`config.mk`:
```
export PLATFORM = sky130hd
export DESIGN_NAME = robo_mission_ctrl
export DESIGN_NICKNAME = d
export VERILOG_FILES = /design/src/rtl/robo_pkg.sv /design/src/rtl/robo_pose_tracker.sv /design/src/rtl/robo_mission_ctrl.sv
export SDC_FILE = /design/constraint.sdc
export NUM_CORES = 1
export LEC_CHECK = 0
export BUFFER_PORTS_ARGS = -buffer_cell sky130_fd_sc_hd__buf_2
export CORE_UTILIZATION = 47
export DETAILED_ROUTE_END_ITERATION = 8
export GPL_ROUTABILITY_DRIVEN = 0
export MAX_ROUTING_LAYER = met4
export PLACE_DENSITY = 0.69
export SLEW_MARGIN = 40
export SYNTH_ARGS = -nofsm -noshare
export SYNTH_HDL_FRONTEND = slang
export SYNTH_HIERARCHICAL = 1
export SYNTH_SLANG_ARGS = --single-unit
```
`constraint.sdc`:
```
create_clock -name clock -period 2.7 [get_ports clock]
set_clock_uncertainty 0.05 [all_clocks]
set_input_delay 0.54 -clock clock [delete_from_list [all_inputs] [get_ports clock]]
set_output_delay 0.54 -clock clock [all_outputs]
set_load 0.05 [all_outputs]
```
`src/rtl/robo_pkg.sv`:
```
// Shared types and helpers for the robot mission controller.
package robo_pkg;

  localparam logic [1:0] DIR_N = 2'b00;
  localparam logic [1:0] DIR_S = 2'b01;
  localparam logic [1:0] DIR_L = 2'b10;
  localparam logic [1:0] DIR_O = 2'b11;

  localparam int DEFAULT_BUDGET = 200;

  typedef enum logic [2:0] {
    ST_IDLE,
    ST_RUN,
    ST_ISSUE_FWD,
    ST_ISSUE_TURN,
    ST_ISSUE_REM,
    ST_STANDBY,
    ST_FAULT
  } robo_state_e;

  // A left turn cycles N -> O -> S -> L -> N.
  function automatic logic [1:0] turn_left(input logic [1:0] d);
    logic [1:0] r;
    case (d)
      DIR_N:   r = DIR_O;
      DIR_O:   r = DIR_S;
      DIR_S:   r = DIR_L;
      default: r = DIR_N;
    endcase
    return r;
  endfunction

endpackage

```
`src/rtl/robo_pose_tracker.sv`:
```
// Row/column/orientation registers, next-pose update and map-boundary checks.
module robo_pose_tracker #(
  parameter int ROWS = 10,
  parameter int COLS = 20
) (
  input  logic       clock,
  input  logic       reset,
  input  logic       load,
  input  logic [3:0] init_row,
  input  logic [4:0] init_col,
  input  logic [1:0] init_dir,
  input  logic       step_fwd,
  input  logic       step_turn,
  output logic [3:0] row,
  output logic [4:0] col,
  output logic [1:0] dir,
  output logic       init_legal,
  output logic       fwd_off_map
);
  import robo_pkg::*;

  localparam logic [3:0] ROW_MAX = 4'(ROWS);
  localparam logic [4:0] COL_MAX = 5'(COLS);

  logic [3:0] row_q, row_d;
  logic [4:0] col_q, col_d;
  logic [1:0] dir_q, dir_d;

  always_comb begin
    init_legal = (init_row != 4'd0) && (init_row <= ROW_MAX) &&
                 (init_col != 5'd0) && (init_col <= COL_MAX);
    case (dir_q)
      DIR_N:   fwd_off_map = (row_q == 4'd1);
      DIR_S:   fwd_off_map = (row_q == ROW_MAX);
      DIR_L:   fwd_off_map = (col_q == COL_MAX);
      default: fwd_off_map = (col_q == 5'd1);
    endcase
  end

  always_comb begin
    row_d = row_q;
    col_d = col_q;
    dir_d = dir_q;
    if (load) begin
      row_d = init_row;
      col_d = init_col;
      dir_d = init_dir;
    end else if (step_fwd) begin
      case (dir_q)
        DIR_N:   row_d = row_q - 4'd1;
        DIR_S:   row_d = row_q + 4'd1;
        DIR_L:   col_d = col_q + 5'd1;
        default: col_d = col_q - 5'd1;
      endcase
    end else if (step_turn) begin
      dir_d = turn_left(dir_q);
    end
  end

  always_ff @(posedge clock) begin
    if (reset) begin
      row_q <= '0;
      col_q <= '0;
      dir_q <= '0;
    end else begin
      row_q <= row_d;
      col_q <= col_d;
      dir_q <= dir_d;
    end
  end

  assign row = row_q;
  assign col = col_q;
  assign dir = dir_q;

endmodule

```
`src/rtl/robo_mission_ctrl.sv`:
```
// Mission sequencer: one command at a time from the decision core, handshaked
// actuator requests, move budget and debris-removal bookkeeping.
//
// state      | meaning
// IDLE       | after reset, waiting for start
// RUN        | cmd_ready high, waiting for a command
// ISSUE_FWD  | forward request held until act_ready
// ISSUE_TURN | turn request held until act_ready
// ISSUE_REM  | remove request per debris unit, one low cycle between units
// STANDBY    | budget exhausted, waiting for start
// FAULT      | illegal command or start, waiting for start
module robo_mission_ctrl #(
  parameter int ROWS           = 10,
  parameter int COLS           = 20,
  parameter int BUDGET_W       = 8,
  parameter int DEFAULT_BUDGET = robo_pkg::DEFAULT_BUDGET
) (
  input  logic                clock,
  input  logic                reset,
  input  logic                start,
  input  logic [3:0]          init_row,
  input  logic [4:0]          init_col,
  input  logic [1:0]          init_dir,
  input  logic [BUDGET_W-1:0] start_budget,
  input  logic                cmd_valid,
  input  logic                cmd_forward,
  input  logic                cmd_turn,
  input  logic                cmd_remove,
  output logic                cmd_ready,
  input  logic                barrier,
  input  logic [1:0]          debris_size,
  input  logic                act_ready,
  output logic                forward,
  output logic                turn,
  output logic                remove,
  output logic [3:0]          row,
  output logic [4:0]          col,
  output logic [1:0]          dir,
  output logic [BUDGET_W-1:0] moves_left,
  output logic [7:0]          removed_count,
  output logic                standby,
  output logic                fault
);
  import robo_pkg::*;

  robo_state_e         state_q, state_d;
  logic [BUDGET_W-1:0] moves_q, moves_d;
  logic [7:0]          removed_q, removed_d;
  logic [1:0]          units_q, units_d;
  logic                gap_q, gap_d;

  logic                pose_load, step_fwd, step_turn;
  logic                init_legal, fwd_off_map;
  logic                cmd_onehot;
  logic [BUDGET_W-1:0] moves_dec;
  logic [7:0]          removed_inc;

  robo_pose_tracker #(
    .ROWS (ROWS),
    .COLS (COLS)
  ) u_pose (
    .clock       (clock),
    .reset       (reset),
    .load        (pose_load),
    .init_row    (init_row),
    .init_col    (init_col),
    .init_dir    (init_dir),
    .step_fwd    (step_fwd),
    .step_turn   (step_turn),
    .row         (row),
    .col         (col),
    .dir         (dir),
    .init_legal  (init_legal),
    .fwd_off_map (fwd_off_map)
  );

  always_comb begin
    cmd_onehot  = ({cmd_forward, cmd_turn, cmd_remove} == 3'b100) ||
                  ({cmd_forward, cmd_turn, cmd_remove} == 3'b010) ||
                  ({cmd_forward, cmd_turn, cmd_remove} == 3'b001);
    moves_dec   = (moves_q == '0) ? moves_q : moves_q - BUDGET_W'(1);
    removed_inc = (removed_q == 8'hFF) ? removed_q : removed_q + 8'd1;
  end

  always_comb begin
    state_d   = state_q;
    moves_d   = moves_q;
    removed_d = removed_q;
    units_d   = units_q;
    gap_d     = gap_q;
    pose_load = 1'b0;
    step_fwd  = 1'b0;
    step_turn = 1'b0;
    cmd_ready = 1'b0;
    forward   = 1'b0;
    turn      = 1'b0;
    remove    = 1'b0;
    standby   = 1'b0;
    fault     = 1'b0;

    case (state_q)
      ST_IDLE, ST_STANDBY, ST_FAULT: begin
        standby = 1'b1;
        fault   = (state_q == ST_FAULT);
        if (start) begin
          if (init_legal) begin
            pose_load = 1'b1;
            moves_d   = (start_budget == '0) ? BUDGET_W'(DEFAULT_BUDGET) : start_budget;
            removed_d = '0;
            units_d   = '0;
            gap_d     = 1'b0;
            state_d   = ST_RUN;
          end else begin
            state_d   = ST_FAULT;
          end
        end
      end

      ST_RUN: begin
        cmd_ready = 1'b1;
        if (cmd_valid) begin
          if (!cmd_onehot) begin
            state_d = ST_FAULT;
          end else if (cmd_forward) begin
            state_d = (barrier || fwd_off_map) ? ST_FAULT : ST_ISSUE_FWD;
          end else if (cmd_turn) begin
            state_d = ST_ISSUE_TURN;
          end else if (!barrier || (debris_size == 2'd0)) begin
            state_d = ST_FAULT;
          end else begin
            units_d = debris_size;
            gap_d   = 1'b0;
            state_d = ST_ISSUE_REM;
          end
        end
      end

      ST_ISSUE_FWD: begin
        forward = 1'b1;
        if (act_ready) begin
          step_fwd = 1'b1;
          moves_d  = moves_dec;
          state_d  = (moves_dec == '0) ? ST_STANDBY : ST_RUN;
        end
      end

      ST_ISSUE_TURN: begin
        turn = 1'b1;
        if (act_ready) begin
          step_turn = 1'b1;
          moves_d   = moves_dec;
          state_d   = (moves_dec == '0) ? ST_STANDBY : ST_RUN;
        end
      end

      ST_ISSUE_REM: begin
        // gap_q is the mandatory low cycle between consecutive debris units
        if (gap_q) begin
          gap_d = 1'b0;
        end else begin
          remove = 1'b1;
          if (act_ready) begin
            moves_d   = moves_dec;
            units_d   = units_q - 2'd1;
            removed_d = removed_inc;
            if (moves_dec == '0) begin
              units_d = '0;
              state_d = ST_STANDBY;
            end else if (units_q != 2'd1) begin
              gap_d   = 1'b1;
            end else begin
              state_d = ST_RUN;
            end
          end
        end
      end

      default: state_d = ST_IDLE;
    endcase
  end

  always_ff @(posedge clock) begin
    if (reset) begin
      state_q   <= ST_IDLE;
      moves_q   <= '0;
      removed_q <= '0;
      units_q   <= '0;
      gap_q     <= 1'b0;
    end else begin
      state_q   <= state_d;
      moves_q   <= moves_d;
      removed_q <= removed_d;
      units_q   <= units_d;
      gap_q     <= gap_d;
    end
  end

  assign moves_left    = moves_q;
  assign removed_count = removed_q;

endmodule

```
==> After elaboration in Yosys (flattened, before gate mapping) <==
Index checks and enable logic that the tools add are counted.
{ "classes": {"order_cmp": 2, "addsub": 7, "eq_ne": 32, "reduce_logical": 33, "muxes": 75} }
{ "op_table": {"columns": ["cell", "count"], "rows": [
  ["2-to-1 mux 8 bit", 11],
  ["2-to-1 mux 3 bit", 13],
  ["2-to-1 mux 2 bit", 14],
  ["zero test 8 bit", 3],
  ["2-to-1 mux 1 bit", 24],
  ["case mux 8 bit (3 select lines)", 1],
  ["inequality test 2 bit (second input constant)", 11],
  ["case mux 8 bit (2 select lines)", 1],
  ["== test 3 bit (second input constant)", 4],
  ["case mux 2 bit (3 select lines)", 2],
  ["case mux 3 bit (4 select lines)", 1],
  ["AND reduction 6 bit", 2],
  ["2-to-1 mux 5 bit", 2],
  ["case mux 5 bit (2 select lines)", 1],
  ["AND reduction 10 bit", 1],
  ["== test 3 x 2 -> 1 bit (second input constant)", 3],
  ["nonzero test 3 bit", 3],
  ["adder 8 x 1 -> 8 bit (second input constant)", 1],
  ["== test 8 bit (second input constant)", 1],
  ["2-to-1 mux 4 bit", 2],
  ["case mux 4 bit (2 select lines)", 1],
  ["AND reduction 8 bit", 1],
  ["subtractor 8 x 1 -> 8 bit (second input constant)", 1],
  ["== test 3 x 1 -> 1 bit (second input constant)", 2],
  ["other kinds (28)", 43]
]} }
{ "totals": {"inputBits": 30, "regBits": 33, "elab_cells": 157, "output_inout_bits": 33} }

==> Logic depth before layout (Yosys ltp) <==
Gate-level depths: netlist of run 1.
{ "logic_depth": {"ltp_word": 9, "depth_mapped": 10, "mapped_depth_nobuf": 9} }

==> Modules after synthesis <==
The synthesis of run 1 kept the hierarchy.
{ "modules_own_cells": {"columns": ["mod", "cells_per_inst", "instances", "area_per_inst_um2", "seq_area_each_um2"], "rows": [
  ["robo_mission_ctrl", 227, 1, 1701.6, 440.4],
  ["robo_pose_tracker", 120, 1, 975.9, 220.2]
]} }

==> Worst setup path before layout of run 1 <==
Ideal clock, no wire load.
{ "synth_timing": {"path_type": "reg2reg", "start": "register state_q[0]", "end": "register units_q[1]", "required_ns": 2.554, "path_slack_ns": -0.270, "n_path_buf": 1, "period_less_slack_ns": 2.970, "path_stages_with_launch": 8, "t_arrival_ns": 2.824, "setup_time_ns": 0.096, "path_cell_list": "dfxtp_1 > clkbuf_1 > nor3b_1 > o41a_1 > a221o_1 > a21o_1 > a21oi_1 > a221oi_1"} }
{ "synth_via": {"elab_chain_cells": 4, "elab_cells_between_ends": 18, "classes_between": "eq/ne (13); mux (1); reduce/logical (4)"} }
{ "synth_rtl": {"columns": ["item", "line_no", "text"], "rows": [
  ["from (decl)", "robo_mission_ctrl.sv:46", "robo_state_e state_q, state_d;"],
  ["from (signal assigned)", "robo_mission_ctrl.sv:190", "state_q <= state_d;"],
  ["== test 3 bit or zero test 3 bit (tied branches)", "robo_mission_ctrl.sv:101", "case (state_q)"],
  ["OR reduction 3 bit", "robo_mission_ctrl.sv:101", null],
  ["inequality test 2 bit (no source line) or nonzero test 3 bit (tied branches)", null, null],
  ["AND reduction 10 bit (no source line)", null, null],
  ["to (signal assigned)", "robo_mission_ctrl.sv:193", "units_q <= units_d;"],
  ["to (decl)", "robo_mission_ctrl.sv:49", "logic [1:0] units_q, units_d;"]
]} }
Several ways; a longest one is shown, not always the timed one.
A chain may end at the register's enable or synchronous reset.

==> Worst setup path after layout of run 1 <==
{ "layout_timing": {"start": "register moves_q[1], in the netlist moves_left[1]", "end": "register gap_q"} }
{ "layout_via": {"elab_chain_cells": 7, "elab_cells_between_ends": 8, "classes_between": "add/sub (1); mux (5); reduce/logical (2)"} }
{ "layout_rtl": {"columns": ["item", "line_no", "text"], "rows": [
  ["from (decl)", "robo_mission_ctrl.sv:47", "logic [BUDGET_W-1:0] moves_q, moves_d;"],
  ["from (signal assigned)", "robo_mission_ctrl.sv:191", "moves_q <= moves_d;"],
  ["subtractor 8 x 1 -> 8 bit or zero test 8 bit (tied branches)", "robo_mission_ctrl.sv:81", "moves_dec = (moves_q == '0) ? moves_q : moves_q - BUDGET_W'(1);"],
  ["2-to-1 mux 8 bit (*)", "robo_mission_ctrl.sv:81", null],
  ["zero test 8 bit (*)", "robo_mission_ctrl.sv:166", "if (moves_dec == '0) begin"],
  ["2-to-1 mux 1 bit (*)", "robo_mission_ctrl.sv:166", null],
  ["2-to-1 mux 1 bit (*)", "robo_mission_ctrl.sv:162", "if (act_ready) begin"],
  ["2-to-1 mux 1 bit (*)", "robo_mission_ctrl.sv:158", "if (gap_q) begin"],
  ["case mux 1 bit (3 select lines) (*)", "robo_mission_ctrl.sv:101", null],
  ["to (signal assigned)", "robo_mission_ctrl.sv:194", "gap_q <= gap_d;"],
  ["to (decl)", "robo_mission_ctrl.sv:50", "logic gap_q, gap_d;"]
]} }
Mark *: on every way between the ends. The rest lies on a longest branch, timed or not.

==> results of run 1 <==
## synth_stat cells, types with 4 or more instances
cell type	count	area (sq um)
nor2_1	35	131
dfxtp_1	33	661
nand2_1	25	93.8
inv_1	21	78.8
ha_1	16	200
o21ai_0	16	80.1
a21oi_1	15	75.1
clkbuf_1	13	48.8
nand3_1	12	60.1
xnor2_1	10	87.6
nand2b_1	8	50.1
nand3b_1	8	60.1
a31oi_1	7	43.8
nor3_1	7	35.0
nor3b_1	7	52.6
nor4_1	7	43.8
o21a_1	6	45.0
a211oi_1	5	37.5
a22oi_1	5	37.5
a21o_1	4	30.0
nor4b_1	4	35.0
or2_2	4	25.0
or3_1	4	25.0
## metrics by stage
step | utilization | cells | total power [mW] | hold slack, ns
6_report | 0.593 | 492 | 3.86 | 0.447
5_1_grt | 0.593 | 492 | 4.15 | 0.454
4_1_cts | 0.593 | 492 | 3.86 | 0.443
3_5_place_dp | 0.575 | 484 | 3.41 | 0.439
3_3_place_gp | 0.575 | 484 | 3.39 | 0.429
2_1_floorplan | - | 347 | 2.80 | 0.397
## worst max-delay path: cells and delay by family, from the launching register on
kind | cells | cell delay [ns]
AO/OA/AOI/OAI | 3 | 0.53
XOR/XNOR | 1 | 0.14
adder cells (fa/ha/maj) | 1 | 0.36
buffers and inverters | 1 | 0.11
flip-flops | 1 | 0.35
AND/OR/NAND/NOR | 2 | 0.91
## layer usage
metal,vias up,wire length (microns)
li1,1438,-
met1,1329,3410
met2,68,3220
met3,4,319
met4,0,53
met5,-,0
## final cells by class
class                           count  area share
Multi-Input combinational cell    274       0.569
Sequential cell                    33       0.202
Timing Repair Buffer               84       0.146
Clock buffer                        7      0.0295
Tap cell                           72      0.0276
Inverter                           21      0.0241
Clock inverter                      1     0.00153
## sequential cells by signal, indices dropped and copies added (netlist names)
signal         count
units_q            2
u_pose/row         4
state_q            3
gap_q              1
moves_left         8
removed_count      8
u_pose/col         5
u_pose/dir         2
## cells by family (layout without fill, tap and decap cells)
kind of cell,count (synthesis),after routing
buffers and inverters,40,113
AOI/OAI and AO/OA,94,94
and+or+nand+nor,150,150
muxes,3,3
DFF,33,33
xor gates and xnor gates,11,11
adders and majority gates,16,16
## power breakdown
group | leakage, nW | switching, mW | internal (mW) | total (mW)
registers | 0.269 | 0.197 | 0.627 | 0.825
logic | 1.06 | 1.65 | 0.954 | 2.60
clock network | 0.0542 | 0.204 | 0.231 | 0.435
total | 1.38 | 2.05 | 1.81 | 3.86
## how the worst max path moves through the flow
stage                             to  cells past startpoint  slack, ns
floorplan                      gap_q                      9       0.12
global placement    removed_count[5]                     10      -0.06
detailed placement  removed_count[3]                     10      -0.11
CTS                            gap_q                      8       0.19
global route        removed_count[5]                     10      0.008
finish                         gap_q                      8       0.17
==> results.md, run 1 <==
* Run status: completed
* CTS Buf Count at 5
* Setup violators final at 0
* Initial antenna violation count at 0
* Crit path max fanout at 9
* First-pass GRT wire length at 11700 microns
* Final instance area at 3270 sq um
* Storage cell area at 661 sq um
* Worst Setup Start Kind: flop
* Slew headroom at 0.562
* CP peak stage delay at 0.52 ns
* Post-synth cell types at 67
* Synth Area in Simple Gates at 0.324
* Core Area at 5510 sq um
* Die Wd at 77.5 microns
* Synth Area per Inst at 7.72 sq um
* Routed via count at 2839
* Setup Slack @ Placement at -0.109 ns
* Sum Neg Setup Slack at 0 ns
* TritonCTS Sinks at 33
* Post-Synth Adder-Cell Area at 0.0748
* Post-Syn Area at 2680 sq um
* Yosys reg bits at 33
* Worst skew pair latency at 0.29 ns
* Cts hold-fix bufs at 0
* Leak at 1.38 nW
* Crit path from: moves_left[1]
* Commonest cells after routing, fill and taps aside: buf_2 (62), nor2_1 (35), dfxtp_1 (33)
* Crit path time final at 2.53 ns
* Max-cap viol count at 0
* Gr busiest metal: met2
* Syn Inst Count at 347
* Starting Density at 0.486
* Port bufs at 62
* DRT iter0 DRCs at 187
* Routed WL at 7000 microns
* Met2 usage at 0.402
* EDFF count, synth at 0
* CTS tree: yes
* Site Rows at 27
* Final hold violation count at 0
* Synth warn at 6
* Pwr dens at 1180 nW/um^2
* Primary flip-flop cell chosen by synthesis mapping: dfxtp_1
* WL/cell at 14.2 microns
* H-Tree Depth at 2
* CTS clk-pin slew, worst paths at 0.08 ns
* Commonest non-fill, non-tap cell in the layout: buf_2
* Worst path arrival time at 2.70 ns
* ANT nets after route at 0
* Grt total ovfl at 0
* Slew Limit Fails at 0
* Reg2reg end: gap_q
* Synth Area in Compound Gates at 0.244
* Layout cell share with drive strength beyond 1 at 0.248
* Setup bufs post-CTS at 0
* Die ar. at 6000 sq um
* Dpl cell area at 3160 sq um
* Peak Freq at 0.396 GHz
* Mux share of post-synthesis cell area at 0.0112
* Largest net degree at the start of global routing at 33
* CTS Buffer Depth at 2
* Worst setup margin at 0.175 ns
* Least-Margin Pin Slew at 0.656 ns
* Hold WC Path Type: reg2reg
* Critical path class: reg2reg
* All-Layer GR Usage at 0.248
* Endpoint class of the critical path: flop
* RSZ-0062 raised after global routing: no
* Crit path max-delay cell type: or4_1
* Layout Nets at 465
* Ports at 63
* Required time of the worst setup path at 2.87 ns
* Footprint of the multi-input gates at 1860 sq um
* Fin crit share at 0.935
* Synth Net Count at 393
* Hold Path Cell Cnt at 2
* Post-detail-place hpwl at 5300 microns
* ANT cells at 0
* Hold EP: units_q[1]
* Reg2reg setup slack at 0.17 ns
* Vias in the first global route at 2582
* DRT Pass-1 Iters at 4
* Drt drc at 0
* M3 GR Usage at 0.0576
* Largest family of logic cells by synthesized area: simple AND/OR/NAND/NOR gates
* Die span in y at 77.5 microns
* CTS root buffer: clkbuf_8
* Critical path cell sequence: inv_1 > ha_1 > nor3b_1 > xnor2_1 > a32oi_1 > o31ai_1 > or4_1 > a21oi_1
* Hold Path Origin: units_q[1]
* Resize count post-CTS at 0
* Synth Area in XOR/XNOR at 0.0360
* Via density at 5.77
* Fill cells at 529
* Seq/Total Area, Yosys at 0.247
* Worst r2r path cells at 8
* Crit Reg-Reg Startpoint: moves_left[1]
* Area grow syn2layout at 22.0%
* Maximum VDD drop at 903 uV
* FFs w/ async S/R, synth at 0
* Grt met1 use at 0.314
No activity file was read; power rests on OpenSTA's default activity.
==> run 2, diff against run 1 <==
--- a/config.mk
+++ b/config.mk
@@ -11,8 +11,7 @@
 export GPL_ROUTABILITY_DRIVEN = 0
 export MAX_ROUTING_LAYER = met4
 export PLACE_DENSITY = 0.69
-export SLEW_MARGIN = 40
+export SLEW_MARGIN = 15
 export SYNTH_ARGS = -nofsm -noshare
 export SYNTH_HDL_FRONTEND = slang
-export SYNTH_HIERARCHICAL = 1
 export SYNTH_SLANG_ARGS = --single-unit
==> results.md, run 2 <==
* Run status: completed
* Seq/Total Area, Yosys at 0.242 (-0.00497)
* DRT iter0 DRCs at 223 (+19%)
* CTS tree: yes
* FFs w/ async S/R, synth at 0 (unchanged)
* Finished Core Util at 0.585 (-0.00813)
* Commonest non-fill, non-tap cell in the layout: buf_2
* CTS root buffer: clkbuf_8
* Resize count post-CTS at 0 (unchanged)
* Count leader, synth: dfxtp_1
* Area grow syn2layout at 18.6%
* Critical path class: reg2reg
* Setup violators final at 0 (unchanged)
* Die span in y at 78.3 microns (+0.99%)
* Pwr dens at 1290 nW/um^2 (+9.3%)
* Synth Area per Inst at 7.74 sq um (+0.32%)
* Total Power at 4.19 mW (+8.5%)
* Routed via count at 2956 (+4.1%)
* ANT nets after route at 0 (unchanged)
* Endpoint class of the critical path: flop
* Ports at 63 (unchanged)
* Worst path arrival time at 2.54 ns (-0.16 ns)
* Synth cell count leaders: dfxtp_1 (33), nor2_1 (30), nand2_1 (24)
* Cts hold-fix bufs at 0 (unchanged)
* Post-detail-place hpwl at 5700 microns (+7.5%)
* Yosys top cell by area: dfxtp_1
* Core Area at 5540 sq um (+0.61%)
* Crit path time final at 2.44 ns (-0.0851 ns)
* All-Layer GR Usage at 0.271 (+0.0232)
* Crit path max fanout at 7 (-2)
* Reg2reg end: units_q[0]
* Site Rows at 27 (unchanged)
* Leak at 1.37 nW (-0.68%)
* DRT Pass-1 Iters at 5 (+1)
* Met2 usage at 0.406 (+0.00437)
* Syn Inst Count at 353 (+1.7%)
* Dominant cells by area after synthesis: dfxtp_1 (24%), ha_1 (7.8%), nor2_1 (4.1%)
* CTS clk-pin slew, worst paths at 0.07 ns (about the same)
* Fin crit share at 0.904 (-0.0315)
* CTS Buf Count at 5 (unchanged)
* RSZ-0062 raised after global routing: no
* Peak Freq at 0.410 GHz (+3.5%)
* Synth warn at 0 (-6)
* TritonCTS Sinks at 33 (unchanged)
* Worst setup margin at 0.260 ns (+0.0851 ns)
* Hold Path Cell Cnt at 2 (unchanged)
* EDFF count, synth at 0 (unchanged)
* ANT cells at 0 (unchanged)
* Sum Neg Setup Slack at 0 ns (unchanged)
* Fill cells at 533 (+0.76%)
* Starting Density at 0.493 (+0.00697)
* Top cell type's share of synthesized area at 0.242 (-0.00497)
* Grt met1 use at 0.369 (+0.0552)
* CTS Buffer Depth at 2 (unchanged)
* Via density at 6.03 (+4.5%)
* Worst r2r path cells at 8 (unchanged)
* Synth Net Count at 400 (+1.8%)
* Die ar. at 6120 sq um (+2.0%)
* Final hold violation count at 0 (unchanged)
* Initial antenna violation count at 0 (unchanged)
* M3 GR Usage at 0.0453 (-0.0123)
* Layout Nets at 465 (unchanged)
* Drt drc at 0 (unchanged)
* Maximum VDD drop at 785 uV (-13%)
* Gr busiest metal: met2
* Worst Setup Start Kind: flop
* Port bufs at 62 (unchanged)
* Largest net degree at the start of global routing at 24 (-27%)
* Primary flip-flop cell chosen by synthesis mapping: dfxtp_1
* Slew headroom at 0.393 (-0.169)
* Max-cap viol count at 0 (unchanged)
* H-Tree Depth at 2 (unchanged)
* Crit path from: moves_left[1]
* Commonest cells after routing, fill and taps aside: buf_2 (62), dfxtp_1 (33), nor2_1 (30)
* Layout cell share with drive strength beyond 1 at 0.244 (-0.00360)
* Worst skew pair latency at 0.29 ns (about the same)
* Least-Margin Pin Slew at 0.905 ns (+0.249 ns)
* Setup Slack @ Placement at 0.204 ns (+0.313 ns)
* First-pass GRT wire length at 12700 microns (+8.6%)
* Hold Path Origin: units_q[0]
* Required time of the worst setup path at 2.80 ns (-0.07 ns)
* Post-Syn Area at 2730 sq um (+2.1%)
* Post-synth cell types at 70 (+4.5%)
* WL/cell at 15.8 microns (+11%)
* Yosys reg bits at 33 (unchanged)
* Hold EP: units_q[0]
* Vias in the first global route at 2618 (+1.4%)
* Routed WL at 7750 microns (+11%)
* Reg2reg setup slack at 0.26 ns (+0.09 ns)
* Setup bufs post-CTS at 0 (unchanged)
* Grt total ovfl at 0 (unchanged)
* Slew Limit Fails at 0 (unchanged)
* Hold WC Path Type: reg2reg
* Die Wd at 78.3 microns (+0.99%)
* Hold_ws at 0.450 ns (+0.00310 ns)
* Crit Reg-Reg Startpoint: moves_left[1]
-- run 2: changes by cell type in the layout (fill, tap and decap cells not counted), moves of 5 or more --
cell | before | now
a211oi_1 | 5 | 11
buf_4 | 22 | 12
nand3_1 | 12 | 17
nand3b_1 | 8 | 3
nand4_1 | 3 | 8
nor2_1 | 35 | 30
nor3_1 | 7 | 19
xor2_1 | 1 | 8
-- run 2: layout make-up --
| class | count | area (sq um) | area share |
|---|---|---|---|
| Multi-Input combinational cell | 286 | 1940 | 0.597 |
| Sequential cell | 33 | 661 | 0.204 |
| Timing Repair Buffer | 74 | 400 | 0.124 |
| Tap cell | 72 | 90.1 | 0.0278 |
| Clock buffer | 7 | 86.3 | 0.0266 |
| Inverter | 18 | 67.6 | 0.0208 |
-- run 2: where the power goes --
| part | switching [mW] | internal (mW) |
|---|---|---|
| Sequential | 0.244 | 0.639 |
| Clock | 0.184 | 0.202 |
| Combinational | 1.87 | 1.05 |
-- run 2: cell families after synthesis --
kind of cell / synth area share
flops: 0.242
xor+xnor: 0.0449
compound gates: 0.250
fa+ha+maj: 0.0778
simple gates: 0.308
mux: 0.0279
buf+inv: 0.0499
-- run 2: stage by stage --
step	cell area (sq um)	std cells
3_3_place_gp	3150	483
5_1_grt	3240	490
2_1_floorplan	2730	353
4_1_cts	3240	490
3_5_place_dp	3150	483
6_report	3240	490
-- run 2: critical path: stages, from the launching register on --
cell and delay (ns):
dfxtp_1 0.38, inv_1 0.12, ha_1 0.20, or4b_4 0.52
nor3_2 0.20, o221ai_2 0.16, or3_1 0.37, a31oi_1 0.22
a221oi_2 0.08
-- run 2: layer usage --
layer  vias up  share of wire
li1       1454              -
met1      1365           0.47
met2       119           0.44
met3        18          0.068
met4         0          0.021
met5         -              0
-- run 2: worst max path at each step --
stage / endpoint / slack [ns] / depth (start not counted)
after global placement: u_pose.row[3] / 0.24 / 7
after CTS: units_q[0] / 0.27 / 8
after global routing: u_pose.row[3] / 0.09 / 6
after detailed placement: u_pose.row[3] / 0.20 / 7
final: units_q[0] / 0.26 / 8
after floorplan: u_pose.row[3] / 0.06 / 7
